**src/rtl/top_pkg.sv**
```systemverilog
// Shared definitions for the bidirectional gate passage counter.
// Sensor codes are {b1,b2}: b1 is the outer beam, b2 the inner beam.
package top_pkg;

  typedef enum logic [2:0] {
    IDLE  = 3'd0,
    IN1   = 3'd1,
    IN2   = 3'd2,
    IN3   = 3'd3,
    OUT1  = 3'd4,
    OUT2  = 3'd5,
    OUT3  = 3'd6,
    ABORT = 3'd7
  } state_t;

  localparam logic [1:0] S_CLR  = 2'b00;
  localparam logic [1:0] S_OUT  = 2'b10;
  localparam logic [1:0] S_BOTH = 2'b11;
  localparam logic [1:0] S_IN   = 2'b01;

endpackage

```
**src/rtl/top_sat_counter.sv**
```systemverilog
// Saturating up/down counter: holds at cnt_max on increment and at 0 on decrement.
// When inc and dec are both high the count is left unchanged.
module sat_counter #(
  parameter int CNT_W   = 3,
  parameter int CNT_MAX = 7
) (
  input  logic             clk,
  input  logic             reset,
  input  logic             inc,
  input  logic             dec,
  output logic [CNT_W-1:0] cnt
);

  localparam logic [CNT_W-1:0] MAX_V = CNT_MAX[CNT_W-1:0];

  always_ff @(posedge clk or negedge reset) begin
    if (!reset) begin
      cnt <= '0;
    end else if (inc && !dec && (cnt < MAX_V)) begin
      cnt <= cnt + 1'b1;
    end else if (dec && !inc && (cnt != '0)) begin
      cnt <= cnt - 1'b1;
    end
  end

endmodule

```
**src/rtl/top.sv**
```systemverilog
// Board top of the gate passage counter: sensor decode FSM driving a saturating count.
// Define SYNC_EN to pass b1/b2 through 2-flop synchronizers (adds 2 cycles of latency).
module top
  import top_pkg::*;
#(
  parameter int CNT_W   = 3,
  parameter int CNT_MAX = 7
) (
  input  logic             clk,
  input  logic             reset,
  input  logic             b1,
  input  logic             b2,
  output logic [CNT_W-1:0] leds
);

  logic [1:0] s;
  state_t     state;
  state_t     state_nxt;
  logic       inc;
  logic       dec;

`ifdef SYNC_EN
  logic [1:0] sync_q1;
  logic [1:0] sync_q2;

  always_ff @(posedge clk or negedge reset) begin
    if (!reset) begin
      sync_q1 <= 2'b00;
      sync_q2 <= 2'b00;
    end else begin
      sync_q1 <= {b1, b2};
      sync_q2 <= sync_q1;
    end
  end

  assign s = sync_q2;
`else
  assign s = {b1, b2};
`endif

  // Codes not listed for a state leave it unchanged.
  always_comb begin
    state_nxt = state;
    inc       = 1'b0;
    dec       = 1'b0;
    case (state)
      IDLE: begin
        if (s == S_OUT)       state_nxt = IN1;
        else if (s == S_IN)   state_nxt = OUT1;
        else if (s == S_BOTH) state_nxt = ABORT;
      end
      IN1: begin
        if (s == S_BOTH)      state_nxt = IN2;
        else if (s == S_CLR)  state_nxt = IDLE;
        else if (s == S_IN)   state_nxt = ABORT;
      end
      IN2: begin
        if (s == S_IN)        state_nxt = IN3;
        else if (s == S_OUT)  state_nxt = IN1;
      end
      IN3: begin
        if (s == S_CLR) begin
          state_nxt = IDLE;
          inc       = 1'b1;
        end else if (s == S_BOTH) state_nxt = IN2;
        else if (s == S_OUT)      state_nxt = ABORT;
      end
      OUT1: begin
        if (s == S_BOTH)      state_nxt = OUT2;
        else if (s == S_CLR)  state_nxt = IDLE;
        else if (s == S_OUT)  state_nxt = ABORT;
      end
      OUT2: begin
        if (s == S_OUT)       state_nxt = OUT3;
        else if (s == S_IN)   state_nxt = OUT1;
      end
      OUT3: begin
        if (s == S_CLR) begin
          state_nxt = IDLE;
          dec       = 1'b1;
        end else if (s == S_BOTH) state_nxt = OUT2;
        else if (s == S_IN)       state_nxt = ABORT;
      end
      ABORT: begin
        if (s == S_CLR)       state_nxt = IDLE;
      end
      default: state_nxt = IDLE;
    endcase
  end

  always_ff @(posedge clk or negedge reset) begin
    if (!reset) begin
      state <= IDLE;
    end else begin
      state <= state_nxt;
    end
  end

  sat_counter #(
    .CNT_W   (CNT_W),
    .CNT_MAX (CNT_MAX)
  ) u_sat_counter (
    .clk   (clk),
    .reset (reset),
    .inc   (inc),
    .dec   (dec),
    .cnt   (leds)
  );

endmodule

```
**config.mk**
```make
export PLATFORM = sky130hd
export DESIGN_NAME = top
export DESIGN_NICKNAME = d
export VERILOG_FILES = /design/src/rtl/top_pkg.sv /design/src/rtl/top_sat_counter.sv /design/src/rtl/top.sv
export SDC_FILE = /design/constraint.sdc
export NUM_CORES = 1
export LEC_CHECK = 0
export BUFFER_PORTS_ARGS = -buffer_cell sky130_fd_sc_hd__clkbuf_2
export CORE_AREA = 2 2 39 41
export DETAILED_ROUTE_END_ITERATION = 12
export DIE_AREA = 0 0 41 43
export PLACE_DENSITY = 0.7
export SLEW_MARGIN = 20
export SYNTH_ARGS = -nofsm -noshare
export SYNTH_HDL_FRONTEND = slang
export SYNTH_SLANG_ARGS = --single-unit
```
**constraint.sdc**
```tcl
create_clock -name clk -period 5.6 [get_ports clk]
set_input_delay 0.28 -clock clk [delete_from_list [all_inputs] [get_ports clk]]
set_output_delay 0.28 -clock clk [all_outputs]
set_load 0.1 [all_outputs]
```
* After elaboration in Yosys (flattened, before gate mapping)
Cells that the tools add are included.
** Word-level totals
- Input bits :: 4
- Output and inout port bits :: 3
- Word-level logic and storage cells :: 54
- Register bits after elaboration :: 6
** Cells by class
- Muxes and demuxes :: 24
- Magnitude comparators :: 1
- Add/subtract/negate cells :: 2
- Reduce and logical (&&, ||, !) cells :: 11
- Eq/ne operators :: 14
** Operators with widths (count)
- $mux W3 :: 20
- $pmux W3 S8 :: 1
- $eq A3 B3 Y1 const B :: 4
- $eq A3 B2 Y1 const B :: 2
- $ne A3 B3 Y1 const B :: 2
- $eq A2 B2 Y1 const B :: 2
- $logic_and A1 B1 Y1 :: 4
- $ne A4 B4 Y1 const B :: 1
- $reduce_and A4 Y1 :: 1
- $add A3 B1 Y3 const B :: 1
- $eq A3 B1 Y1 const B :: 1
- $logic_not A3 Y1 :: 1
- $lt A3 B3 Y1 const B :: 1
- $mux W1 :: 3
- $reduce_bool A3 Y1 :: 1
- $sub A3 B1 Y3 const B :: 1
- $eq A2 B1 Y1 const B :: 1
- $logic_not A1 Y1 :: 2
- $logic_not A2 Y1 :: 1
- $ne A2 B2 Y1 const B :: 1
- $reduce_bool A2 Y1 :: 1

* Logic depth before layout (Yosys ltp)
- Word-level depth :: 8
- Mapped depth :: 10
- Gate-level depth less buffers :: 9

* Hierarchy
From an unflattened synthesis, not the netlist that was laid out.
** Second synthesis, totals
- Cell total of the unflattened synthesis :: 93
- Area total of the unflattened synthesis :: 764.5 µm²
** By module, submodules not included
- top :: seq. area each 75.1 µm², area each 455.4 µm², cells an instance 57, instances 1
- sat_counter :: seq. area each 75.1 µm², area each 309.0 µm², cells an instance 36, instances 1

* Least setup slack after synthesis
Ideal clock, no wire load.
- Kind :: register -> register
- Start :: register u_sat_counter.cnt[0]
- End :: register u_sat_counter.cnt[1]
- Setup slack :: 3.405 ns
- Arrival :: 2.065 ns
- Clock period less this slack :: 2.195 ns
- Path buffers :: 0
- Stages on the path, launching flop included :: 7
- Data required time :: 5.470 ns
- Setup time :: 0.130 ns
- Cells stage by stage :: dfrtp_1 > nand3_1 > nand2_1 > fa_1 > and2_1 > o21ai_1 > nand3_1
** Between the ends
- Word-level cells in the longest chain between the ends :: 3
- Elaborated cells between the ends (all ways) :: 9
- Those cells by class :: add/sub: 2; order compare: 1; mux: 2; reduce/logical: 4
** RTL lines
- start: declaration :: RTL line top_sat_counter.sv:11 : output logic [CNT_W-1:0] cnt
- start signal: assignment :: RTL line top_sat_counter.sv:20 : cnt <= cnt + 1'b1;
- start signal: assignment :: RTL line top_sat_counter.sv:22 : cnt <= cnt - 1'b1;
- $sub A3 B1 Y3 (tied with other cells) :: RTL line top_sat_counter.sv:22
- $mux W3 (tied with other cells) :: RTL line top_sat_counter.sv:21 : end else if (dec && !inc && (cnt != '0)) begin
- $mux W3 or $reduce_bool A2 Y1 (tied branches)
Parallel ways exist; a longest one is shown, timed or not. The select of a mux whose other input is x is not followed.
A chain may end at the register's enable or synchronous reset.

* Final worst setup path
- Start :: register state[2]
- End :: register u_sat_counter.cnt[2]
** Between the ends
- Word-level cells in the longest chain between the ends :: 6
- Elaborated cells between the ends (all ways) :: 12
- Those cells by class :: eq/ne: 2; mux: 3; reduce/logical: 7
** RTL lines
- start: declaration :: RTL line top.sv:17 : state_t state;
- start signal: assignment :: RTL line top.sv:95 : state <= state_nxt;
- $eq A3 B3 Y1 or $eq A3 B2 Y1 (tied branches) :: RTL line top.sv:46 : case (state)
- $mux W1 :: RTL line top.sv:46
- $logic_not A1 Y1 (on tied branches) :: RTL line top_sat_counter.sv:19, top_sat_counter.sv:21
- $logic_and A1 B1 Y1 (on tied branches) (2 in a row) :: RTL line top_sat_counter.sv:19, top_sat_counter.sv:21
- $mux W3 or $reduce_bool A2 Y1 (tied branches)
Parallel ways exist; a longest one is shown, timed or not.

==> impl_metrics.yaml <==
routing:
  viasPerCell: 6.301
  drt_drc_violations_left: 0
  vias: 649
  drtAntennaViolNets: 0
  drt_iter0_markers: 26
  dr.pass1.iters: 4
  drt-wirelength-per-cell_um: 14.24
  finalWirelength_mm: 1.467
sta:
  setup-violations-final: 0
  tightest_slew_ns: 0.5371
  finalClockSkew_ns: 0.003037
  max_clock_freq_ghz: 0.4717
  maxSlewHeadroom_pct: 64.34
  maxSlewViolCount: 0
  setup_tns_ns: 0
  rsz0062_at_grt: "false"
  hold_viol: 0
  finalCriticalPeriod_ns: 2.120
  period_share_pct: 37.86
finish:
  final_cell_mix: "nor2_1 (7), clkbuf_2 (6), dfrtp_1 (6)"
  regArea_um2: 150.1
  antenna_cells: 0
  layout-drive-gt1-share_pct: 14.94
  fillCellCount: 131
  multi_input_area_um2: 509.2
  layout.nets: 98
  utilization_pct: 54.16
  final_common_cell: "nor2_1"
  synthToLayoutAreaGrowth_pct: 8.711
synth:
  synth_cell_types: 42
  synth_nets: 90
  synth.cell_area_um2: 689.4
  syn-instance-count: 81
  synth_edf_count: 0
  ys.flop_type: "dfrtp_1"
  synth_seq_cells: 6
  syn_avg_cell_area_um2: 8.511
  async_flop_share_pct: 100.0
  ys_seq_area_share_pct: 21.78
  ys_warn_count: 0
worst_setup_path:
  critical_path_required_ns: 5.76
  cpPeakStageDelay_ns: 0.55
  crit_type: "flop to flop"
  path_max_fanout: 17
  cp_cell_sequence: "and4b_1 > nand2_1 > fa_1 > nand3b_1 > o21ai_0 > a211oi_1"
  crit_family: "simple AND/OR/NAND/NOR gates"
  cp_slowest_cell: "dfrtp_1"
  end_kind: "flop"
  path_buf_inv: 0
  critPathArrivalTime_ns: 2.28
  start_kind: "flop"
power:
  p_leak_nw: 0.3134
  p_total_mw: 0.3798
  peakVddDrop_v: 0.0001510
  power_density_nw_per_um2: 506.8
cts:
  cts_max_level: 1
  post_cts_resized: 0
  cts_tree: "built"
  insertion_delay_ns: 0.25
  clk_pin_slew_ns: 0.05
  clk_root_buffer_cell: "clkbuf_4"
  clock-sinks: 6
  clock_path_buffers: 2
  numCtsBuffers: 3
floorplanning:
  die_area_um2: 1763
  row_count: 14
  die_w_um: 41
  fp.coreArea_um2: 1384
  initial_core_util_pct: 49.82
  die_h_um: 43
  io-pin-count: 7
place:
  place.gp.congestion: 0.7131
  hpwl_mm: 1.036
  placement.io_buffers: 6
global_route:
  gr-usage-all-layers_pct: 20.72
  grt_pass1_wl_mm: 2.601
  grt_max_degree: 18
  grt_pass1_vias: 610
  antenna_found_initial: 0
  grt-ovfl-total: 0
outcome:
  run_status: "complete, no violations"
job:
  cap_violations: 0
worst_hold_path:
  min_path_type: "input pin to async pin"
[path summary, 6_finish.rpt]
| check | slack, ns | from | to | depth (start not counted) |
|---|---|---|---|---|
| max | 3.48 | state[2] | u_sat_counter.cnt[2] | 6 |
| min | 0.38 | reset | u_sat_counter.cnt[1] | 2 |
| max reg2reg | 3.48 | state[2] | u_sat_counter.cnt[2] | 6 |
| min reg2reg | 0.62 | u_sat_counter.cnt[2] | u_sat_counter.cnt[2] | 1 |
| max in group asynchronous | 5.08 | reset | state[2] | 2 |
| min in group clk | 0.54 | b1 | state[1] | 3 |
[cell families after synthesis]
family	Yosys count	synth area share [%]
AO/OA/AOI/OAI	30	31.94
adder cells (fa/ha/maj)	5	10.16
buffers and inverters	6	4.356
flip-flops	6	21.78
multiplexers	2	4.719
AND/OR/NAND/NOR	32	27.05
[worst register-to-register path, delay by kind of cell, from the launching register on]
kind	cells	cell delay (ns)
AND/OR/NAND/NOR	3	0.70
AO/OA/AOI/OAI	2	0.32
adder cells (fa/ha/maj)	1	0.46
flip-flops	1	0.55
[where the power goes]
group / leakage, nW / internal [mW] / switching, mW
registers: 0.0642 / 0.0612 / 0.0589
logic: 0.235 / 0.0986 / 0.119
clock network: 0.0138 / 0.0244 / 0.0176
total: 0.313 / 0.184 / 0.196
[cells in the mapped netlist (2+ instances only)]
library cell	number	share of area (%)
a21oi_1	2	1.5
buf_2	3	2.2
a21boi_0	3	3.3
a211oi_1	5	5.4
nand2_1	5	2.7
ha_1	4	7.3
o211ai_1	2	2.2
nor2b_1	4	3.6
o21ai_1	2	1.5
nand3_1	2	1.5
inv_1	2	1.1
a21o_1	4	4.4
and4b_1	2	2.9
o21ai_0	2	1.5
dfrtp_1	6	22
nor2_1	7	3.8
[timing repair]
action,in CTS,in global routing
buffers inserted,0,0
hold buffers,1,0
hold endpoints to repair,6,0
[through the flow]
| stage | instances | cell area [µm²] | hold slack, ns | setup WS (ns) |
|---|---|---|---|---|
| 6_report | 103 | 749.5 | 0.3761 | 3.480 |
| 5_1_grt | 103 | 749.5 | 0.4231 | 3.283 |
| 4_1_cts | 103 | 749.5 | 0.3801 | 3.475 |
| 3_5_place_dp | 99 | 716.9 | 0.1095 | 3.281 |
| 3_3_place_gp | 99 | 716.9 | 0.1058 | 3.381 |
| 2_1_floorplan | 81 | 689.4 | -0.01559 | 3.405 |
[sequential cells by signal, summed over array words and instances, names as in the netlist]
register,cells
state,3
u_sat_counter.cnt,3
[area by class of cell]
class | count | share of cell area, %
Clock buffer | 3 | 3.005
Inverter | 2 | 1.002
Multi-Input combinational cell | 69 | 67.95
Sequential cell | 6 | 20.03
Tap cell | 16 | 2.671
Timing Repair Buffer | 7 | 5.342
[routing by layer]
layer | GRT usage [%] | vias to the layer above | part of all wire [%]
li1 | - | 320 | -
met1 | 31.07 | 304 | 47
met2 | 28.75 | 23 | 47
met3 | 3.141 | 2 | 4.5
met4 | 8.000 | 0 | 1.7
met5 | 0 | - | 0
Note: power is estimated with default switching activity, not from simulation.
